## src/rtl/ntt_pkg.sv

```systemverilog
// rtl/ntt_pkg.sv - shared constants and helpers for the NTT layer controller
//
// Purpose : one-hot state encoding, bank constants and butterfly/layer-length
//           helpers used by ntt_layer_ctrl and ntt_layer_cnt.
// Ports   : none (package).

package ntt_pkg;

    // One-hot controller states
    localparam logic [7:0] ST_IDLE     = 8'b0000_0001;
    localparam logic [7:0] ST_LOAD     = 8'b0000_0010;
    localparam logic [7:0] ST_WAIT_CAL = 8'b0000_0100;
    localparam logic [7:0] ST_FILL     = 8'b0000_1000;
    localparam logic [7:0] ST_STEADY   = 8'b0001_0000;
    localparam logic [7:0] ST_DRAIN    = 8'b0010_0000;
    localparam logic [7:0] ST_GAP      = 8'b0100_0000;
    localparam logic [7:0] ST_DONE     = 8'b1000_0000;

    // Ping-pong bank identifiers
    localparam logic BANK_RAM1 = 1'b0;
    localparam logic BANK_RAM2 = 1'b1;

    // Butterflies per layer for 2^depth coefficients
    function automatic int bf_count(input int depth);
        return 1 << (depth - 1);
    endfunction

    // Cycles per compute layer: fill + steady + drain + one gap cycle
    function automatic int layer_len(input int depth, input int pipe_lat);
        return bf_count(depth) + pipe_lat + 1;
    endfunction

endpackage

```

## src/rtl/ntt_layer_cnt.sv

```systemverilog
// rtl/ntt_layer_cnt.sv - per-phase cycle counter and butterfly index counter
//
// Purpose : counts cycles inside the current phase (length supplied by the
//           controller, so one counter serves FILL/STEADY/DRAIN/GAP) and keeps
//           the butterfly read index.
// Ports   : clk, reset_n      clock / async active-low reset
//           i_en              global enable; 0 freezes both counters
//           i_phase_clr       hold the phase counter at 0
//           i_phase_len [CW]  length of the current phase in cycles (>= 1)
//           i_bf_clr          hold the butterfly index at 0
//           i_bf_inc          a butterfly read happens this cycle
//           o_phase_last      current cycle is the last of the phase
//           o_bf_idx [CW]     butterfly index of the current read

module ntt_layer_cnt #(
    parameter int CW = 7
) (
    input  logic          clk,
    input  logic          reset_n,
    input  logic          i_en,
    input  logic          i_phase_clr,
    input  logic [CW-1:0] i_phase_len,
    input  logic          i_bf_clr,
    input  logic          i_bf_inc,
    output logic          o_phase_last,
    output logic [CW-1:0] o_bf_idx
);

    logic [CW-1:0] r_phase;
    logic [CW-1:0] r_bf;
    logic          w_phase_last;

    assign w_phase_last = (r_phase == (i_phase_len - CW'(1)));

    // Phase counter self-wraps at its terminal count so the next phase
    // starts at 0 without an explicit clear from the controller.
    always_ff @(posedge clk or negedge reset_n) begin
        if (!reset_n) begin
            r_phase <= '0;
        end else if (i_en) begin
            if (i_phase_clr || w_phase_last) begin
                r_phase <= '0;
            end else begin
                r_phase <= r_phase + CW'(1);
            end
        end
    end

    // The index is exactly log2(BF) bits wide, so after BF reads it wraps
    // to 0 on its own, which is the value shown through DRAIN and GAP.
    always_ff @(posedge clk or negedge reset_n) begin
        if (!reset_n) begin
            r_bf <= '0;
        end else if (i_en) begin
            if (i_bf_clr) begin
                r_bf <= '0;
            end else if (i_bf_inc) begin
                r_bf <= r_bf + CW'(1);
            end
        end
    end

    assign o_phase_last = w_phase_last;
    assign o_bf_idx     = r_bf;

endmodule

```

## src/rtl/ntt_layer_ctrl.sv

```systemverilog
// rtl/ntt_layer_ctrl.sv - load / layered butterfly compute / unload sequencer
//
// Purpose : sequences one NTT (mode=0) or INTT (mode=1) over ping-pong RAMs:
//           LOAD into ram1, NUM_LAYERS layers of FILL/STEADY/DRAIN/GAP, then
//           DONE until the result is unloaded. All outputs are registered.
// Option  : define NTT_LAYER_CTRL_PERF_EN to add the cycle_cnt port/counter.
// Ports   : clk, reset_n            clock / async active-low reset
//           set                     global enable (0 freezes everything)
//           mode                    0 forward, 1 inverse (latched at compute start)
//           readin, full_in         load request / load complete
//           cal_en, full_out        compute permission / unload complete
//           abort                   synchronous return to IDLE
//           rd_en, wr_en            butterfly read / write-back strobes
//           rd_bank                 bank read in this layer (0 ram1, 1 ram2)
//           ram1_we, ram2_we        RAM write enables (load and compute)
//           layer_idx [LW]          twiddle layer of the current read
//           bf_idx [DEPTH-1]        butterfly index of the current read
//           result_bank             bank holding the result (valid with done)
//           readin_ok, busy, done   status
//           cycle_cnt [16]          compute cycle count (option only)

module ntt_layer_ctrl
    import ntt_pkg::*;
#(
    parameter int DEPTH      = 8,
    parameter int NUM_LAYERS = DEPTH - 1,
    parameter int PIPE_LAT   = 5,
    parameter int LW         = 3
) (
    input  logic             clk,
    input  logic             reset_n,
    input  logic             set,
    input  logic             mode,
    input  logic             readin,
    input  logic             full_in,
    input  logic             cal_en,
    input  logic             full_out,
    input  logic             abort,
    output logic             rd_en,
    output logic             wr_en,
    output logic             rd_bank,
    output logic             ram1_we,
    output logic             ram2_we,
    output logic [LW-1:0]    layer_idx,
    output logic [DEPTH-2:0] bf_idx,
    output logic             result_bank,
    output logic             readin_ok,
    output logic             busy,
    output logic             done
`ifdef NTT_LAYER_CTRL_PERF_EN
    ,
    output logic [15:0]      cycle_cnt
`endif
);

    localparam int BF = bf_count(DEPTH);
    localparam int CW = DEPTH - 1;
    localparam int KW = LW + 1;   // k must reach NUM_LAYERS, which may equal 2^LW

    localparam logic [CW-1:0] LEN_PIPE    = CW'(PIPE_LAT);
    localparam logic [CW-1:0] LEN_STEADY  = CW'(BF - PIPE_LAT);
    localparam logic [CW-1:0] LEN_GAP     = CW'(1);
    localparam logic [KW-1:0] K_LAST      = KW'(NUM_LAYERS);
    localparam logic [LW-1:0] L_TOP       = LW'(NUM_LAYERS - 1);
    localparam logic          RESULT_BANK = ((NUM_LAYERS % 2) == 1) ? BANK_RAM2 : BANK_RAM1;

    logic [7:0]    r_state;
    logic [KW-1:0] r_k;
    logic          r_mode;
    logic          r_rd_en;
    logic          r_wr_en;
    logic          r_rd_bank;
    logic          r_ram1_we;
    logic          r_ram2_we;
    logic [LW-1:0] r_layer_idx;
    logic          r_result_bank;
    logic          r_readin_ok;
    logic          r_busy;
    logic          r_done;

    logic [7:0]    w_state_nxt;
    logic [KW-1:0] w_k_nxt;
    logic [KW-1:0] w_k_inc;
    logic          w_mode_nxt;
    logic [CW-1:0] w_phase_len;
    logic          w_phase_last;
    logic [CW-1:0] w_bf_idx;
    logic          w_in_compute;
    logic          w_in_read;
    logic          w_cnt_clr;
    logic [LW-1:0] w_layer_nxt;
    logic          w_bank_nxt;
    logic          w_rd_nxt;
    logic          w_wr_nxt;

    assign w_in_compute = |(r_state & (ST_FILL | ST_STEADY | ST_DRAIN | ST_GAP));
    assign w_in_read    = |(r_state & (ST_FILL | ST_STEADY));
    assign w_cnt_clr    = abort | ~w_in_compute;
    assign w_k_inc      = r_k + KW'(1);

    always_comb begin
        w_phase_len = LEN_GAP;
        if ((r_state == ST_FILL) || (r_state == ST_DRAIN)) begin
            w_phase_len = LEN_PIPE;
        end else if (r_state == ST_STEADY) begin
            w_phase_len = LEN_STEADY;
        end
    end

    ntt_layer_cnt #(
        .CW (CW)
    ) u_cnt (
        .clk          (clk),
        .reset_n      (reset_n),
        .i_en         (set),
        .i_phase_clr  (w_cnt_clr),
        .i_phase_len  (w_phase_len),
        .i_bf_clr     (w_cnt_clr),
        .i_bf_inc     (w_in_read),
        .o_phase_last (w_phase_last),
        .o_bf_idx     (w_bf_idx)
    );

    // Next-state logic; abort takes priority over every other request.
    always_comb begin
        w_state_nxt = r_state;
        w_k_nxt     = r_k;
        w_mode_nxt  = r_mode;
        if (abort) begin
            w_state_nxt = ST_IDLE;
            w_k_nxt     = '0;
        end else begin
            case (r_state)
                ST_IDLE: begin
                    if (readin) w_state_nxt = ST_LOAD;
                end
                ST_LOAD: begin
                    if (full_in) w_state_nxt = ST_WAIT_CAL;
                end
                ST_WAIT_CAL: begin
                    if (cal_en) begin
                        w_state_nxt = ST_FILL;
                        w_mode_nxt  = mode;
                        w_k_nxt     = '0;
                    end
                end
                ST_FILL: begin
                    if (w_phase_last) w_state_nxt = ST_STEADY;
                end
                ST_STEADY: begin
                    if (w_phase_last) w_state_nxt = ST_DRAIN;
                end
                ST_DRAIN: begin
                    if (w_phase_last) w_state_nxt = ST_GAP;
                end
                ST_GAP: begin
                    w_k_nxt     = w_k_inc;
                    w_state_nxt = (w_k_inc == K_LAST) ? ST_DONE : ST_FILL;
                end
                ST_DONE: begin
                    if (full_out) begin
                        w_state_nxt = ST_IDLE;
                        w_k_nxt     = '0;
                    end
                end
                default: begin
                    w_state_nxt = ST_IDLE;
                    w_k_nxt     = '0;
                end
            endcase
        end
    end

    // Layer index and read bank are loaded on FILL entry and held for the
    // rest of the layer (and through DONE), cleared on return to IDLE.
    always_comb begin
        w_layer_nxt = r_layer_idx;
        w_bank_nxt  = r_rd_bank;
        if (w_state_nxt == ST_FILL) begin
            w_layer_nxt = w_mode_nxt ? (L_TOP - w_k_nxt[LW-1:0]) : w_k_nxt[LW-1:0];
            w_bank_nxt  = w_k_nxt[0];
        end else if (w_state_nxt == ST_IDLE) begin
            w_layer_nxt = '0;
            w_bank_nxt  = 1'b0;
        end
    end

    assign w_rd_nxt = (w_state_nxt == ST_FILL)   || (w_state_nxt == ST_STEADY);
    assign w_wr_nxt = (w_state_nxt == ST_STEADY) || (w_state_nxt == ST_DRAIN);

    always_ff @(posedge clk or negedge reset_n) begin
        if (!reset_n) begin
            r_state       <= ST_IDLE;
            r_k           <= '0;
            r_mode        <= 1'b0;
            r_rd_en       <= 1'b0;
            r_wr_en       <= 1'b0;
            r_rd_bank     <= 1'b0;
            r_ram1_we     <= 1'b0;
            r_ram2_we     <= 1'b0;
            r_layer_idx   <= '0;
            r_result_bank <= 1'b0;
            r_readin_ok   <= 1'b1;
            r_busy        <= 1'b0;
            r_done        <= 1'b0;
        end else if (set) begin
            r_state       <= w_state_nxt;
            r_k           <= w_k_nxt;
            r_mode        <= w_mode_nxt;
            r_rd_en       <= w_rd_nxt;
            r_wr_en       <= w_wr_nxt;
            r_rd_bank     <= w_bank_nxt;
            r_layer_idx   <= w_layer_nxt;
            // Compute write-back lands in the bank not being read this layer.
            r_ram1_we     <= (w_state_nxt == ST_LOAD) | (w_wr_nxt & (w_bank_nxt == BANK_RAM2));
            r_ram2_we     <= w_wr_nxt & (w_bank_nxt == BANK_RAM1);
            r_result_bank <= (w_state_nxt == ST_DONE) ? RESULT_BANK : 1'b0;
            r_readin_ok   <= (w_state_nxt == ST_IDLE) || (w_state_nxt == ST_LOAD);
            r_busy        <= |(w_state_nxt & (ST_FILL | ST_STEADY | ST_DRAIN | ST_GAP));
            r_done        <= (w_state_nxt == ST_DONE);
        end
    end

`ifdef NTT_LAYER_CTRL_PERF_EN
    logic [15:0] r_cycle_cnt;

    always_ff @(posedge clk or negedge reset_n) begin
        if (!reset_n) begin
            r_cycle_cnt <= '0;
        end else if (set) begin
            if (abort) begin
                r_cycle_cnt <= '0;
            end else if ((r_state == ST_WAIT_CAL) && cal_en) begin
                r_cycle_cnt <= '0;
            end else if (w_in_compute && (r_cycle_cnt != 16'hFFFF)) begin
                r_cycle_cnt <= r_cycle_cnt + 16'd1;
            end
        end
    end

    assign cycle_cnt = r_cycle_cnt;
`endif

    assign rd_en       = r_rd_en;
    assign wr_en       = r_wr_en;
    assign rd_bank     = r_rd_bank;
    assign ram1_we     = r_ram1_we;
    assign ram2_we     = r_ram2_we;
    assign layer_idx   = r_layer_idx;
    assign bf_idx      = w_bf_idx;
    assign result_bank = r_result_bank;
    assign readin_ok   = r_readin_ok;
    assign busy        = r_busy;
    assign done        = r_done;

endmodule

```

## config.mk

```make
export PLATFORM = sky130hd
export DESIGN_NAME = ntt_layer_ctrl
export DESIGN_NICKNAME = d
export VERILOG_FILES = /design/src/rtl/ntt_pkg.sv /design/src/rtl/ntt_layer_cnt.sv /design/src/rtl/ntt_layer_ctrl.sv
export SDC_FILE = /design/constraint.sdc
export NUM_CORES = 1
export LEC_CHECK = 0
export ABC_AREA = 1
export CAP_MARGIN = 20
export CORE_UTILIZATION = 40
export CTS_BUF_LIST = sky130_fd_sc_hd__clkbuf_8
export DETAILED_ROUTE_END_ITERATION = 8
export PLACE_DENSITY = 0.62
export SLEW_MARGIN = 40
export SYNTH_ARGS = -nofsm -noshare
export SYNTH_HDL_FRONTEND = slang
export SYNTH_SLANG_ARGS = --single-unit
```

## constraint.sdc

```tcl
create_clock -name clk -period 2.8 [get_ports clk]
set_input_delay 0.42 -clock clk [delete_from_list [all_inputs] [get_ports clk]]
set_output_delay 0.42 -clock clk [all_outputs]
set_load 0.1 [all_outputs]
```

* Yosys cells after proc, flatten, opt, wreduce, memory -nomap -nowiden
Index checks and enable logic that the tools add are counted. Widths: inputs -> output; s select.
Storage, ports and cells: bits in registers 39, bits of input ports 9, word-level logic and storage cells 88, output and inout bits 19
Operators by class: reductions and logical operators 14, add/subtract/negate cells 5, mux-type cells 28, bitwise gates (word level) 6, eq/ne operators 19
Operators by type and width (number):
- $mux 8 | 9
- $pmux 8 s8 | 1
- $mux 7 | 5
- $eq 8x1->1 const B | 2
- $eq 8x2->1 const B | 2
- $eq 8x4->1 const B | 2
- $eq 8x5->1 const B | 2
- $eq 8x6->1 const B | 2
- $eq 8x8->1 const B | 2
- $pmux 4 s4 | 1
- $add 7x1->7 const B | 2
- $mux 4 | 3
- $mux 3 | 3
- $eq 8x3->1 const B | 1
- $eq 8x7->1 const B | 1
- $reduce_or 4->1 | 2
- $eq 7x7->1 | 1
- $sub 7x1->7 const B | 1
- $mux 1 | 6
- $ne 3x3->1 const B | 2
- $logic_or 1x1->1 | 5
- $reduce_or 5->1 | 1
- $add 4x1->4 const B | 1
- $eq 4x3->1 const B | 1
- other kinds (9) | 14

* Longest topological paths before layout
Gate-level depths: netlist of the first run.
depth in word-level cells 13, depth in mapped cells 16, depth with buffers taken out 16

* Hierarchy
From an unflattened synthesis of the first run, not the netlist that was laid out.
Unflattened totals: cells, all modules 389, area, all modules 2763.9 µm²
Modules (own cells, without submodules):
- ntt_layer_ctrl | cells each 241, instances 1, seq. area each 603.1 µm², area each 1744.2 µm²
- ntt_layer_cnt | cells each 148, instances 1, seq. area each 350.3 µm², area each 1019.7 µm²

* Worst setup path before layout of the first run
OpenSTA, ideal clock, no wires.
path kind reg-to-reg, from register r_state[0], to register r_layer_idx[2], in the netlist layer_idx[2], stages on the path, launching flop included 17, buffers on the path 0, setup time 122 ps, arrival time 1786 ps, setup slack 892 ps, path through dfstp_2 nor2_2 nand2_2 inv_4 nand2_2 nand3_1 nor2_1 nand2_1 nand2_1 o21ai_0 nand2_1 inv_1 ha_1 nor2_1 nand3_1 nand3_1 nand2_1
On the way: elaborated cells on any way between the ends 34, those cells by class add/sub: 2; eq/ne: 11; mux: 17; reduce/logical: 4
RTL lines:
- from (decl) | RTL line ntt_layer_ctrl.sv:67 | logic [7:0] r_state;
- from (signal assigned) | RTL line ntt_layer_ctrl.sv:207 | r_state <= w_state_nxt;
- $eq 8x4->1, or another cell as far along | RTL line ntt_layer_ctrl.sv:133 | case (r_state)
- $reduce_or 5->1 (no source line)
- $pmux 4 s4 (*) | RTL line ntt_layer_ctrl.sv:133
- $mux 4 (*) | RTL line ntt_layer_ctrl.sv:129 | if (abort) begin
- named net w_k_nxt[1] | RTL line ntt_layer_ctrl.sv:82 | logic [KW-1:0] w_k_nxt;
- $sub 3x3->3 (*) | RTL line ntt_layer_ctrl.sv:180 | w_layer_nxt = w_mode_nxt ? (L_TOP - w_k_nxt[LW-1:0]) : w_k_nxt[LW-1:0];
- $mux 3 (*) | RTL line ntt_layer_ctrl.sv:180
- $mux 3 (*) | RTL line ntt_layer_ctrl.sv:179 | if (w_state_nxt == ST_FILL) begin
- to (signal assigned) | RTL line ntt_layer_ctrl.sv:213 | r_layer_idx <= w_layer_nxt;
- to (decl) | RTL line ntt_layer_ctrl.sv:75 | logic [LW-1:0] r_layer_idx;
Mark *: on every way through the listed nets, which the timed path passes. The rest lies on a longest branch. A chain may end at the register's enable or synchronous reset.

* Worst setup path after layout of the first run
Ends and elaborated chain as after synthesis.

==> results of run 1 <==
[final cells by class]
type                            count  area [µm²]  area share [%]
Clock buffer                        6       82.58           2.844
Inverter                           39       151.4           5.213
Multi-Input combinational cell    258        1328           45.71
Sequential cell                    38       953.4           32.83
Clock inverter                      2       60.06           2.068
Tap cell                           75       93.84           3.231
Timing Repair Buffer               29       235.2           8.100
[logic make-up after synthesis]
group                      Yosys count
adders and majority gates            5
muxes                                1
buffers and inverters               47
xor gates and xnor gates             7
DFF                                 38
AOI/OAI and AO/OA                   41
and+or+nand+nor                    204
[through the flow]
| stage | instances | power (mW) |
|---|---|---|
| after global placement | 439 | 1.015 |
| after CTS | 447 | 1.613 |
| after detailed placement | 439 | 1.020 |
| after floorplan | 343 | 0.9195 |
| after global routing | 447 | 1.670 |
| final | 447 | 1.592 |
[worst max path at each step]
stage	from	end	slack, ns	cells after the start
3_3_place_gp	cal_en	layer_idx[2]	0.55	15
5_1_grt	r_state[0]	layer_idx[2]	0.35	16
6_report	r_state[0]	layer_idx[2]	0.63	16
4_1_cts	r_state[0]	layer_idx[2]	0.65	16
3_5_place_dp	cal_en	layer_idx[2]	0.52	15
2_1_floorplan	r_state[0]	layer_idx[2]	0.89	16
[power groups by stage]
stage	Combinational (mW)	Sequential [mW]	Clock, mW
2_1_floorplan	0.161	0.758	0
3_3_place_gp	0.391	0.624	0
3_5_place_dp	0.396	0.624	0
4_1_cts	0.398	0.613	0.601
5_1_grt	0.428	0.620	0.622
6_report	0.396	0.614	0.581
[worst reg2reg max path: stages, from the launching register on]
cell                      delay, ns
sky130_fd_sc_hd__dfstp_2       0.59
sky130_fd_sc_hd__inv_2         0.08
sky130_fd_sc_hd__nand2_1       0.08
sky130_fd_sc_hd__nor2_1        0.05
sky130_fd_sc_hd__nand2_2       0.14
sky130_fd_sc_hd__nand2_1       0.09
sky130_fd_sc_hd__nor2_1        0.14
sky130_fd_sc_hd__nand2_1       0.10
sky130_fd_sc_hd__nand2_1       0.06
sky130_fd_sc_hd__o21ai_0       0.08
sky130_fd_sc_hd__nand2_1       0.10
sky130_fd_sc_hd__inv_1         0.05
sky130_fd_sc_hd__ha_1          0.18
sky130_fd_sc_hd__nor2_1        0.10
sky130_fd_sc_hd__nand3_1       0.08
sky130_fd_sc_hd__nand3_1       0.10
sky130_fd_sc_hd__nand2_1       0.05
[cells in the final DEF, fill, tap and decap left out, drive strengths merged, types with 2 or more instances in the layout]
master,n
ha,5
nor3,6
o22ai,3
buf,22
nand2,108
a21oi,9
nand4,8
dfstp,2
nor2,50
xor2,7
o211ai,2
clkbuf,6
clkdlybuf4s50,7
bufinv,2
inv,39
dfrtp,36
o21bai,2
nand3,29
o21ai,22
[metal layers]
layer	up-vias	routed length (µm)
li1	1159	-
met1	1058	2917
met2	36	2610
met3	4	209
met4	0	60
met5	-	0
[sequential cells by signal, indices dropped and copies added (netlist names), 3 cells and up]
name and cells:
r_state 8, layer_idx 3, u_cnt.r_phase 7, r_k 4, u_cnt.o_bf_idx 7
==> flow_summary.yaml, run 1 <==
outcome:
  run_status: "completed"
setup_path:
  path_type_of_the_worst_setup_path: "flip-flop to flip-flop"
  path_depth_of_the_worst_reg2reg_path: 16
  critical_path.top_delay_family: "simple AND/OR/NAND/NOR gates"
  crit_slowest_cell: "sky130_fd_sc_hd__dfstp_2"
  cp_cell_sequence: "inv_2, nand2_1, nor2_1, nand2_2, nand2_1, nor2_1, nand2_1, nand2_1, o21ai_0, nand2_1, inv_1, ha_1, nor2_1, nand3_1, nand3_1, nand2_1"
  r2r_end: "layer_idx[2]"
  crit_path_end_kind: "flip-flop"
  worst-endpoint-required_ns: 2.99
  setup.reg_to_reg.worst_slack_ns: 0.63
  timing.critical_path.from_type: "flip-flop"
  cp_data_arrival_time_ns: 2.37
  r2r-start: "r_state[0]"
  timing.critical_path.buf_inv: 2
  critical_path_s_most_frequent_cell: "sky130_fd_sc_hd__nand2_1"
  worst-path-max-fanout: 5
  critical-path-max-stage-delay_ns: 0.59
layout:
  post_route_cells_drive_above_1_share_pct: 18.28
  layout.nets: 385
  postLayoutCoreUtil_pct: 48.76
  num-fill-cells: 627
  flow.area_growth_from_synthesis_pct: 17.58
  n_antenna_cell: 0
  design_area_um2: 2904
sta:
  fmaxAchievable_mhz: 460.2
  period_share_pct: 77.61
  tightestPinTransition_ns: 0.6447
  timing.final.hold_violations: 0
  finalSetupViolations: 0
  maxSlewHeadroom_pct: 56.57
  min_period_ns: 2.173
  final.setup_skew_ns: 0.009837
  finalWorstSetupSlack_ns: 0.6268
  fin_setup_tns_ns: 0
  holdWs_ns: 0.08209
  grt_setup_unrepaired: "no"
  finalMaxSlewViolations: 0
synthesis:
  synthCells: 343
  post_synth_xor_area_fraction_pct: 2.482
  synth_top_cells_by_count: "sky130_fd_sc_hd__nand2_1, sky130_fd_sc_hd__nor2_1, sky130_fd_sc_hd__dfrtp_1, sky130_fd_sc_hd__inv_1, sky130_fd_sc_hd__nand3_1"
  synth.top_cells.by_area: "sky130_fd_sc_hd__dfrtp_1, sky130_fd_sc_hd__nand2_1, sky130_fd_sc_hd__nor2_1, sky130_fd_sc_hd__nand3_1, sky130_fd_sc_hd__inv_1"
  synth_top_family_by_area: "simple AND/OR/NAND/NOR gates"
  synthAdderAreaFrac_pct: 2.533
  number_of_warnings_reported_in_the_yosys_synthesis_log: 0
  most_numerous_cell_in_the_yosys_netlist: "sky130_fd_sc_hd__nand2_1"
  muxShareOfSynthArea_pct: 0.4053
  yosysSeqAreaShare_pct: 38.60
  synth_compound_area_share_pct: 9.777
  syn_area_per_cell_um2: 7.201
  synth-async-reset-ratio_pct: 100.0
  synth_area_in_simple_gates_pct: 38.55
  synth_edf_count: 0
  postSynthRegisterBits: 38
  synthDominantAreaCellType: "sky130_fd_sc_hd__dfrtp_1"
  synth_area_um2: 2470
  syn_nets: 357
  synth_top_cell_area_share_pct: 36.47
  synth.lib_cells_used.distinct: 35
  synthFlopType: "sky130_fd_sc_hd__dfrtp_1"
clocking:
  clock-root-buffer: "sky130_fd_sc_hd__clkbuf_8"
  post_cts_resize_count: 0
  tritoncts: "done"
  cts.hold.buffers_added: 0
  numClockSinks: 38
  clock_path_buffers: 2
  cts_made_buffers: 5
  clk-insertion-delay-late_ns: 0.29
  cts_setup_buffers: 0
  worst_setup_hold_path_clk_slew_ns: 0.08
  htreeDepth: 2
power_and_ir_drop:
  ir_drop_mv: 0.3084
  share_clk_of_total_power_pct: 36.5
  power_density_nw_per_um2: 548.0
  power.static_leakage_nw: 1.488
  p_comb_share_pct: 24.9
  p_sw_share_pct: 33.34
  netSwitchingPower_uw: 530.5
  seqPwrFrac_pct: 38.6
  internal_power_mw: 1.061
floorplanning:
  boundaryPins: 28
  core_um2: 5956
  vertical_die_dimension_um: 80.58
  std_cell_rows: 28
  floorplan.die_area_um2: 6493
  die_width_um: 80.58
  start_util_pct: 41.47
hold_path:
  hold_path_class: "input pin to async pin"
drt:
  routed_wire_length_per_instance_um: 12.97
  vias_per_cell: 5.049
  drt_first_iter_violations: 137
  route.final.wire_length_um: 5798
  num_vias: 2257
  route.detailed.drc: 0
  ant_nets: 0
  number_of_iterations_in_the_first_detailed_routing_pass: 4
global_route:
  grt_util_met1_pct: 28.46
  antenna_violations_before_repair: 0
  use_met3_pct: 2.614
  globalRoute.totalOverflow: 0
  grt-busiest-layer: "met2"
  groute.layer.met2.usage_pct: 32.03
  grt_pass1_wl_um: 9984
  tot_gr_track_use_pct: 20.22
  grt_pass1_vias: 2142
  largest_net_degree_at_the_start_of_global_routing: 39
placed_design:
  post_detail_place_hpwl_um: 4367
  place_ws_ns: 0.5228
  post_place_instance_area_um2: 2761
  gp_congestion: 0.8998
  place.port_buffers: 27
run:
  cap_viol_max_count: 0
Power figures use the tool's default switching activity.
==> run 2: changes to the inputs <==
Settings changed: PLACE_DENSITY 0.62 to 0.64.
Clock period 2.8 ns to 1.8 ns, I/O delays scaled along.
==> flow_summary.yaml, run 2 (synthesis results as in run 1) <==
drt:
  drt_first_iter_violations: 135
  number_of_iterations_in_the_first_detailed_routing_pass: 4
  route.final.wire_length_um: 6946
  ant_nets: 0
  num_vias: 2569
  vias_per_cell: 4.988
  routed_wire_length_per_instance_um: 13.49
  route.detailed.drc: 0
floorplanning:
  boundaryPins: 28
  start_util_pct: 41.47
  core_um2: 5956
  vertical_die_dimension_um: 80.58
  floorplan.die_area_um2: 6493
  die_width_um: 80.58
  std_cell_rows: 28
sta:
  fmaxAchievable_mhz: 500.7
  fin_setup_tns_ns: -2.656
  final.setup_skew_ns: 0.005834
  timing.final.hold_violations: 0
  min_period_ns: 1.997
  finalMaxSlewViolations: 0
  grt_setup_unrepaired: "yes"
  period_share_pct: 111.0
  holdWs_ns: 0.4036
  maxSlewHeadroom_pct: 69.27
  tightestPinTransition_ns: 0.4605
  finalSetupViolations: 19
  finalWorstSetupSlack_ns: -0.1972
layout:
  layoutNonFillerInstCount: 515
  num-fill-cells: 509
  largest-register: "r_state"
  post_route_cells_drive_above_1_share_pct: 45.00
  mostFrequentLayoutCells: "sky130_fd_sc_hd__nand2_1, sky130_fd_sc_hd__buf_4, sky130_fd_sc_hd__dfrtp_1, sky130_fd_sc_hd__inv_1, sky130_fd_sc_hd__nor2_1"
  n_antenna_cell: 0
  layout.nets: 453
  postLayoutCoreUtil_pct: 63.66
  largest_register_ffs: 8
  flow.area_growth_from_synthesis_pct: 53.50
power_and_ir_drop:
  power_density_nw_per_um2: 652.4
  ir_drop_mv: 0.4234
  power.static_leakage_nw: 1.906
run:
  cap_viol_max_count: 0
global_route:
  globalRoute.totalOverflow: 0
  largest_net_degree_at_the_start_of_global_routing: 22
  antenna_violations_before_repair: 0
  grt_pass1_vias: 2520
  tot_gr_track_use_pct: 22.66
  grt_pass1_wl_um: 11250
clocking:
  htreeDepth: 2
  worst_setup_hold_path_clk_slew_ns: 0.08
  clock_path_buffers: 2
  numClockSinks: 38
  cts_made_buffers: 5
  clk-insertion-delay-late_ns: 0.30
  tritoncts: "done"
  clock-root-buffer: "sky130_fd_sc_hd__clkbuf_8"
setup_path:
  path_type_of_the_worst_setup_path: "flip-flop to flip-flop"
  timing.critical_path.from: "r_state[5]"
  cp_data_arrival_time_ns: 2.18
  worst-endpoint-required_ns: 1.98
  timing.critical_path.from_type: "flip-flop"
  worst-path-max-fanout: 6
  crit_path_end_kind: "flip-flop"
  r2r-start: "r_state[5]"
hold_path:
  hold_path_class: "input pin to async pin"
placed_design:
  place_ws_ns: -0.2010
  place.port_buffers: 27
  gp_congestion: 0.9579
  post_detail_place_hpwl_um: 5052
  dpl.cell_count: 488
outcome:
  failing_checks: "negative setup slack"
  run_status: "finished with violations"
## run 2: cell types whose count changed in the layout (fill, tap and decap cells not counted), sizes merged
cell,previous run,this run
buf,22,89
bufinv,2,0
clkbuf,6,5
clkinv,0,3
clkinvlp,0,1
dlygate4sd3,0,1
inv,39,38
## run 2: routing by layer
metal	routed length [µm]	track usage, %
met5	0	0
met4	138	8.750
met3	264	3.409
met2	3320	36.53
met1	3223	30.31
## run 2: cell type report
type                    count  area [µm²]  area share (%)
inverters                  39       153.9           4.059
repair buffers             97       873.3           23.04
flip-flops and latches     38       962.2           25.38
clock inverters             3       21.27          0.5611
clock buffers               5       68.82           1.815
multi-input cells         258        1618           42.67
well taps                  75       93.84           2.475
## run 2: worst max-delay path: stages (launching register included)
cell	delay, ns
sky130_fd_sc_hd__dfrtp_1	0.44
sky130_fd_sc_hd__nor2_2	0.17
sky130_fd_sc_hd__nand2_2	0.12
sky130_fd_sc_hd__clkinv_4	0.12
sky130_fd_sc_hd__nand2_4	0.08
sky130_fd_sc_hd__buf_6	0.13
sky130_fd_sc_hd__nand2_4	0.08
sky130_fd_sc_hd__inv_2	0.05
sky130_fd_sc_hd__nand2_4	0.07
sky130_fd_sc_hd__nand3_4	0.12
sky130_fd_sc_hd__nand2_4	0.09
sky130_fd_sc_hd__nand2_4	0.06
sky130_fd_sc_hd__nand2_4	0.10
sky130_fd_sc_hd__nor2_4	0.06
sky130_fd_sc_hd__o21bai_1	0.19
## run 2: path summary, 6_finish.rpt
check | to | slack, ns | depth (start not counted)
worst max-delay path | r_state[3] | -0.20 | 14
worst min-delay path | rd_en | 0.40 | 2
worst max register to register | r_state[3] | -0.20 | 14
worst min register to register | layer_idx[0] | 0.48 | 2
max in group asynchronous | r_state[0] | 0.83 | 3
min in group clk | layer_idx[0] | 0.48 | 2
## run 2: stage by stage
| stage | total power [mW] | instance area [µm²] |
|---|---|---|
| floorplan | 1.444 | 2507 |
| global placement | 1.752 | 3277 |
| detailed placement | 1.754 | 3277 |
| CTS | 2.416 | 3506 |
| global route | 2.593 | 3791 |
| finish | 2.473 | 3791 |
## run 2: what timing repair did
item                                    4_1_cts  5_1_grt
buffers inserted                             10        8
hold buffers                                  1        0
pin swaps                                    16       22
endpoints found under the hold margin        13        0
endpoints found under the setup margin       15       31
gates resized for setup                      22       67
## run 2: where the power goes
part	internal (mW)	switching [mW]	total, mW
sequential	0.909	0.0673	0.976
combinational	0.341	0.551	0.892
clock	0.272	0.332	0.605
total	1.52	0.950	2.47
